==> src/rtl/present_pkg.sv <==
// Shared widths, data types and FSM state encoding for the PRESENT encryptor controller.
package present_pkg;

    localparam int unsigned KEY_W      = 80;
    localparam int unsigned BLK_W      = 64;
    localparam int unsigned ROUNDS_DEF = 31;
    localparam int unsigned RND_W      = 5;
    localparam int unsigned CNT_W      = 32;

    typedef logic [KEY_W-1:0] key_t;
    typedef logic [BLK_W-1:0] blk_t;

    typedef enum logic [2:0] {
        ST_IDLE = 3'd0,
        ST_KEY  = 3'd1,
        ST_LOAD = 3'd2,
        ST_RUN  = 3'd3,
        ST_CAPT = 3'd4,
        ST_OUT  = 3'd5
    } state_e;

endpackage

==> src/rtl/present_encryptor_ctrl.sv <==
// Sequences an external PRESENT-80 core: key reload, block load, ROUNDS iterations, capture, output.
// Optional completed-block counter enabled by defining PRESENT_CTRL_BLK_CNT_EN.
module present_encryptor_ctrl
    import present_pkg::*;
#(
    parameter int unsigned ROUNDS = ROUNDS_DEF
) (
    input  logic              clk_i,
    input  logic              rst_i,
    input  logic [KEY_W-1:0]  key_i,
    input  logic              key_we_i,
    input  logic [BLK_W-1:0]  pt_i,
    input  logic              pt_valid_i,
    output logic              pt_ready_o,
    output logic [BLK_W-1:0]  ct_o,
    output logic              ct_valid_o,
    input  logic              ct_ready_i,
    output logic              busy_o,
    output logic [KEY_W-1:0]  core_data_i,
    output logic              core_key_load,
    output logic              core_data_load,
    input  logic [BLK_W-1:0]  core_data_o,
    output logic [CNT_W-1:0]  blk_cnt_o
);

    state_e           state_q, state_d;
    logic             key_ok_q, key_ok_d;
    key_t             key_reg_q, key_reg_d;
    blk_t             pt_reg_q, pt_reg_d;
    blk_t             ct_reg_q, ct_reg_d;
    logic [RND_W-1:0] rnd_cnt_q, rnd_cnt_d;
    logic             pt_ready_q, pt_ready_d;
    logic             ct_valid_q, ct_valid_d;
    logic             busy_q, busy_d;
    logic             key_load_q, key_load_d;
    logic             data_load_q, data_load_d;
    key_t             core_bus_q, core_bus_d;
    logic             pt_hs;
    logic             ct_hs;

    assign pt_hs = pt_valid_i & pt_ready_q;
    assign ct_hs = ct_valid_q & ct_ready_i;

    // Next-state and registered-output logic; outputs follow the state being entered.
    always_comb begin
        state_d   = state_q;
        key_ok_d  = key_ok_q;
        key_reg_d = key_reg_q;
        pt_reg_d  = pt_reg_q;
        ct_reg_d  = ct_reg_q;
        rnd_cnt_d = rnd_cnt_q;

        unique case (state_q)
            ST_IDLE: begin
                if (key_we_i) begin
                    key_reg_d = key_i;
                    key_ok_d  = 1'b1;
                end
                if (pt_hs) begin
                    pt_reg_d = pt_i;
                    state_d  = ST_KEY;
                end
            end
            ST_KEY:  state_d = ST_LOAD;
            ST_LOAD: begin
                rnd_cnt_d = '0;
                state_d   = ST_RUN;
            end
            ST_RUN: begin
                rnd_cnt_d = RND_W'(rnd_cnt_q + RND_W'(1));
                if (rnd_cnt_q == RND_W'(ROUNDS - 1)) begin
                    state_d = ST_CAPT;
                end
            end
            ST_CAPT: begin
                ct_reg_d = core_data_o;
                state_d  = ST_OUT;
            end
            ST_OUT: begin
                if (ct_hs) begin
                    state_d = ST_IDLE;
                end
            end
            default: state_d = ST_IDLE;
        endcase

        pt_ready_d  = (state_d == ST_IDLE) & key_ok_d;
        busy_d      = (state_d != ST_IDLE);
        // Valid rises one cycle into OUT and drops on the handshake edge.
        ct_valid_d  = (state_q == ST_OUT) & (state_d == ST_OUT);
        key_load_d  = (state_d == ST_KEY);
        data_load_d = (state_d == ST_LOAD);
        core_bus_d  = '0;
        if (state_d == ST_KEY) begin
            core_bus_d = key_reg_d;
        end else if (state_d == ST_LOAD) begin
            core_bus_d = KEY_W'(pt_reg_d);
        end
    end

    always_ff @(posedge clk_i or posedge rst_i) begin
        if (rst_i) begin
            state_q     <= ST_IDLE;
            key_ok_q    <= 1'b0;
            key_reg_q   <= '0;
            pt_reg_q    <= '0;
            ct_reg_q    <= '0;
            rnd_cnt_q   <= '0;
            pt_ready_q  <= 1'b0;
            ct_valid_q  <= 1'b0;
            busy_q      <= 1'b0;
            key_load_q  <= 1'b0;
            data_load_q <= 1'b0;
            core_bus_q  <= '0;
        end else begin
            state_q     <= state_d;
            key_ok_q    <= key_ok_d;
            key_reg_q   <= key_reg_d;
            pt_reg_q    <= pt_reg_d;
            ct_reg_q    <= ct_reg_d;
            rnd_cnt_q   <= rnd_cnt_d;
            pt_ready_q  <= pt_ready_d;
            ct_valid_q  <= ct_valid_d;
            busy_q      <= busy_d;
            key_load_q  <= key_load_d;
            data_load_q <= data_load_d;
            core_bus_q  <= core_bus_d;
        end
    end

`ifdef PRESENT_CTRL_BLK_CNT_EN
    logic [CNT_W-1:0] blk_cnt_q;

    // Counts completed output handshakes, wrapping naturally.
    always_ff @(posedge clk_i or posedge rst_i) begin
        if (rst_i) begin
            blk_cnt_q <= '0;
        end else if ((state_q == ST_OUT) && ct_hs) begin
            blk_cnt_q <= CNT_W'(blk_cnt_q + CNT_W'(1));
        end
    end

    assign blk_cnt_o = blk_cnt_q;
`else
    assign blk_cnt_o = '0;
`endif

    assign pt_ready_o     = pt_ready_q;
    assign ct_o           = ct_reg_q;
    assign ct_valid_o     = ct_valid_q;
    assign busy_o         = busy_q;
    assign core_data_i    = core_bus_q;
    assign core_key_load  = key_load_q;
    assign core_data_load = data_load_q;

endmodule

==> config.mk <==
export PLATFORM = sky130hd
export DESIGN_NAME = present_encryptor_ctrl
export DESIGN_NICKNAME = d
export VERILOG_FILES = /design/src/rtl/present_pkg.sv /design/src/rtl/present_encryptor_ctrl.sv
export SDC_FILE = /design/constraint.sdc
export NUM_CORES = 1
export LEC_CHECK = 0
export ABC_CLOCK_PERIOD_IN_PS = 10750
export BUFFER_PORTS_ARGS = -buffer_cell sky130_fd_sc_hd__buf_2
export CORE_UTILIZATION = 51
export DETAILED_ROUTE_END_ITERATION = 10
export PLACE_DENSITY = 0.8
export SKIP_CTS_REPAIR_TIMING = 1
export SYNTH_ARGS = -nofsm -noshare
export SYNTH_HDL_FRONTEND = slang
export SYNTH_SLANG_ARGS = --single-unit
==> constraint.sdc <==
create_clock -name clk_i -period 10.75 [get_ports clk_i]
set_input_delay 1.6125 -clock clk_i [delete_from_list [all_inputs] [get_ports clk_i]]
set_output_delay 1.6125 -clock clk_i [all_outputs]
set_load 0.01 [all_outputs]
==> reports/summary.txt <==
status -> finished, final reports clean
Die Area -> 24,300 um^2
fmax -> 275 MHz
Gate power share -> 13.9%
Core Util, Final -> 65.6%
worst vdd rail ir drop -> 146 uV
commonest cells after routing, fill and taps aside -> 361 x buf_2, 302 x dfrtp_1, 207 x mux2_2, 73 x nand2_1, 66 x o21ai_0
Top Layer Used -> met4
Final Max Slew Viols -> 0
DR WL met2 -> 14.0 mm
Min-Delay Path Class -> register to register
Leak Pwr -> 7.87 nW
Ports -> 394
DRC Markers -> 0
cell taking the most area after synthesis -> dfrtp_1
initial antenna violation count -> 8
Least-Margin Pin Slew -> 0.952 ns
Placement Cell Area -> 13,900 um^2
internal power -> 0.00216 W
Final period util -> 33.8%
area grow syn2layout -> 24.3%
vias per inst -> 5.01
ys flop type -> dfrtp_1
DR WL met3 -> 2.02 mm
CTS tree -> built
CP max FO -> 66
Flop pwr share -> 48.6%
Setup violations, final -> 0
chip width -> 156 um
yosys warns -> 0
clock-pin transition on the worst setup and hold timing paths -> 0.06 ns
# nets final -> 1,417
max_cap viols -> 0
WL final -> 27.5 mm
Critical Path AT -> 4.05 ns
flops & latches, synth -> 302
Root Buffer -> clkbuf_16
share of cells above drive strength 1 -> 52.4%
Num CTS Buffers -> 31
Synth area leaders -> dfrtp_1 63%, mux2_2 19%, mux2i_1 5.4%
die height -> 156 um
post-layout min period -> 3.63 ns
vias in the first global route -> 8,108
htree depth -> 1
ys async rst share -> 100%
Pwr per Cell Area -> 190 nW/um^2
commonest non-fill, non-tap cell in the layout -> buf_2
Post-synth EDFFs -> 0
Longest Clk Path Bufs -> 3
Max Clock Skew -> 0.0120 ns
Initial Util -> 52.7%
synthesized area per cell -> 14.3 um^2
Cells after Synth -> 847
Synth cell types -> 37
Post-Syn Area -> 12,100 um^2
count of final hold-check violations -> 0
Worst EP required -> 11.17 ns
Clk pwr share -> 37.5%
sequential share of the synthesized area -> 62.5%
Detailed Routing Iterations Pass 1 -> 4
top-area cell type share of the netlist area -> 62.5%
wire length of the first global-routing pass -> 42.3 mm
Routed WL per cell -> 17.8 um
clk_lat worst skew -> 0.54 ns
largest net degree at the start of global routing -> 163
Total Neg Setup Slack -> 0 ns
Startpoint Class -> input pin
switching part of the total -> 24.5%
Slew headroom -> 36.5%
Routed Antenna Nets -> 0
clock sink total -> 302
global route total overflow -> 0
fin area -> 15,000 um^2
sw power -> 0.000702 W
kind of critical path -> input pin to register
GR Util All Layers -> 22.5%
Post-DP HPWL -> 18.4 mm
Crit. End Element -> register
RSZ-0062 raised after global routing -> false
fill count -> 1,742
PortBufs -> 361
via count -> 7,759
initial drt markers -> 270
Placer Congestion -> 0.780
row cnt -> 55
metal1 wirelength -> 10.7 mm
core box area -> 22,900 um^2
-- stage by stage --
stage | cells | hold WS [ns] | setup WS [ns] | total power, W
floorplan | 878 | 0.422 | 0.792 | 0.00167
global placement | 1482 | 0.434 | 6.52 | 0.00179
detailed placement | 1482 | 0.444 | 6.54 | 0.00181
finish | 1548 | 0.456 | 7.12 | 0.00286
CTS | 1540 | 0.459 | 7.11 | 0.00289
global route | 1546 | 0.493 | 6.98 | 0.00300
-- critical path, cell delays in order --
cell and delay (ns):
buf_2 0.11, nand3_2 0.06, buf_4 0.55, clkinv_2 0.71
buf_4 0.57, mux2_2 0.36
-- cell families after synthesis --
kind of cell    share of synthesized area, %
flops                                   62.5
mux                                     24.8
simple gates                            4.51
buf+inv                                 4.86
compound gates                          3.11
fa+ha+maj                              0.207
other cells                           0.0310
-- cells in the mapped netlist (2+ instances only) --
cell type / number
and2_1: 17
buf_1: 2
buf_12: 5
buf_2: 17
buf_4: 38
buf_6: 4
clkbuf_1: 14
dfrtp_1: 302
ha_1: 2
inv_1: 2
mux2_2: 207
mux2i_1: 65
nand2_1: 73
nand3_1: 9
nor2_1: 2
nor2b_1: 2
o21ai_0: 66
-- power groups by stage --
| stage | Sequential (W) | Combinational (W) | Clock [W] |
|---|---|---|---|
| 2_1_floorplan | 0.00141 | 0.000260 | 0 |
| 3_3_place_gp | 0.00140 | 0.000388 | 0 |
| 3_5_place_dp | 0.00141 | 0.000400 | 0 |
| 4_1_cts | 0.00139 | 0.000403 | 0.00110 |
| 5_1_grt | 0.00141 | 0.000440 | 0.00115 |
| 6_report | 0.00139 | 0.000398 | 0.00107 |
-- flip-flops by register name (all words and copies together), names as in the netlist, 3 cells and up --
| register | flops |
|---|---|
| core_data_i | 80 |
| pt_reg_q | 64 |
| key_reg_q | 80 |
| rnd_cnt_q | 5 |
| state_q | 3 |
| ct_o | 64 |
-- worst paths after layout --
kind                                 startpoint                   endpoint  slack (ns)  depth (start not counted)
max                                  pt_valid_i     pt_reg_q[62]$_DFF_PP0_        7.12                          6
max in group asynchronous                 rst_i    key_reg_q[19]$_DFF_PP0_        7.97                          3
min in group asynchronous                 rst_i  core_data_i[37]$_DFF_PP0_        1.27                          2
min reg2reg                  key_ok_q$_DFF_PP0_         key_ok_q$_DFF_PP0_        0.46                          1
min                          key_ok_q$_DFF_PP0_         key_ok_q$_DFF_PP0_        0.46                          1
max reg2reg                state_q[0]$_DFF_PP0_     pt_reg_q[62]$_DFF_PP0_        7.45                          6
-- metal layers --
layer / vias to the layer above / global-route usage, %
li1: 3594 / -
met5: - / 0
met4: 0 / 8.87
met1: 3843 / 26.7
met3: 48 / 5.94
met2: 274 / 38.9
-- cell type report --
| cell class | instances | area (um^2) | area share [%] |
|---|---|---|---|
| flip-flops and latches | 302 | 7560 | 50.3 |
| multi-input cells | 493 | 4080 | 27.1 |
| repair buffers | 371 | 1890 | 12.6 |
| clock buffers | 46 | 962 | 6.40 |
| well taps | 313 | 392 | 2.61 |
| clock inverters | 12 | 105 | 0.699 |
| inverters | 3 | 20.0 | 0.133 |
| diodes | 8 | 20.0 | 0.133 |
No activity file was read; power rests on OpenSTA's default activity.
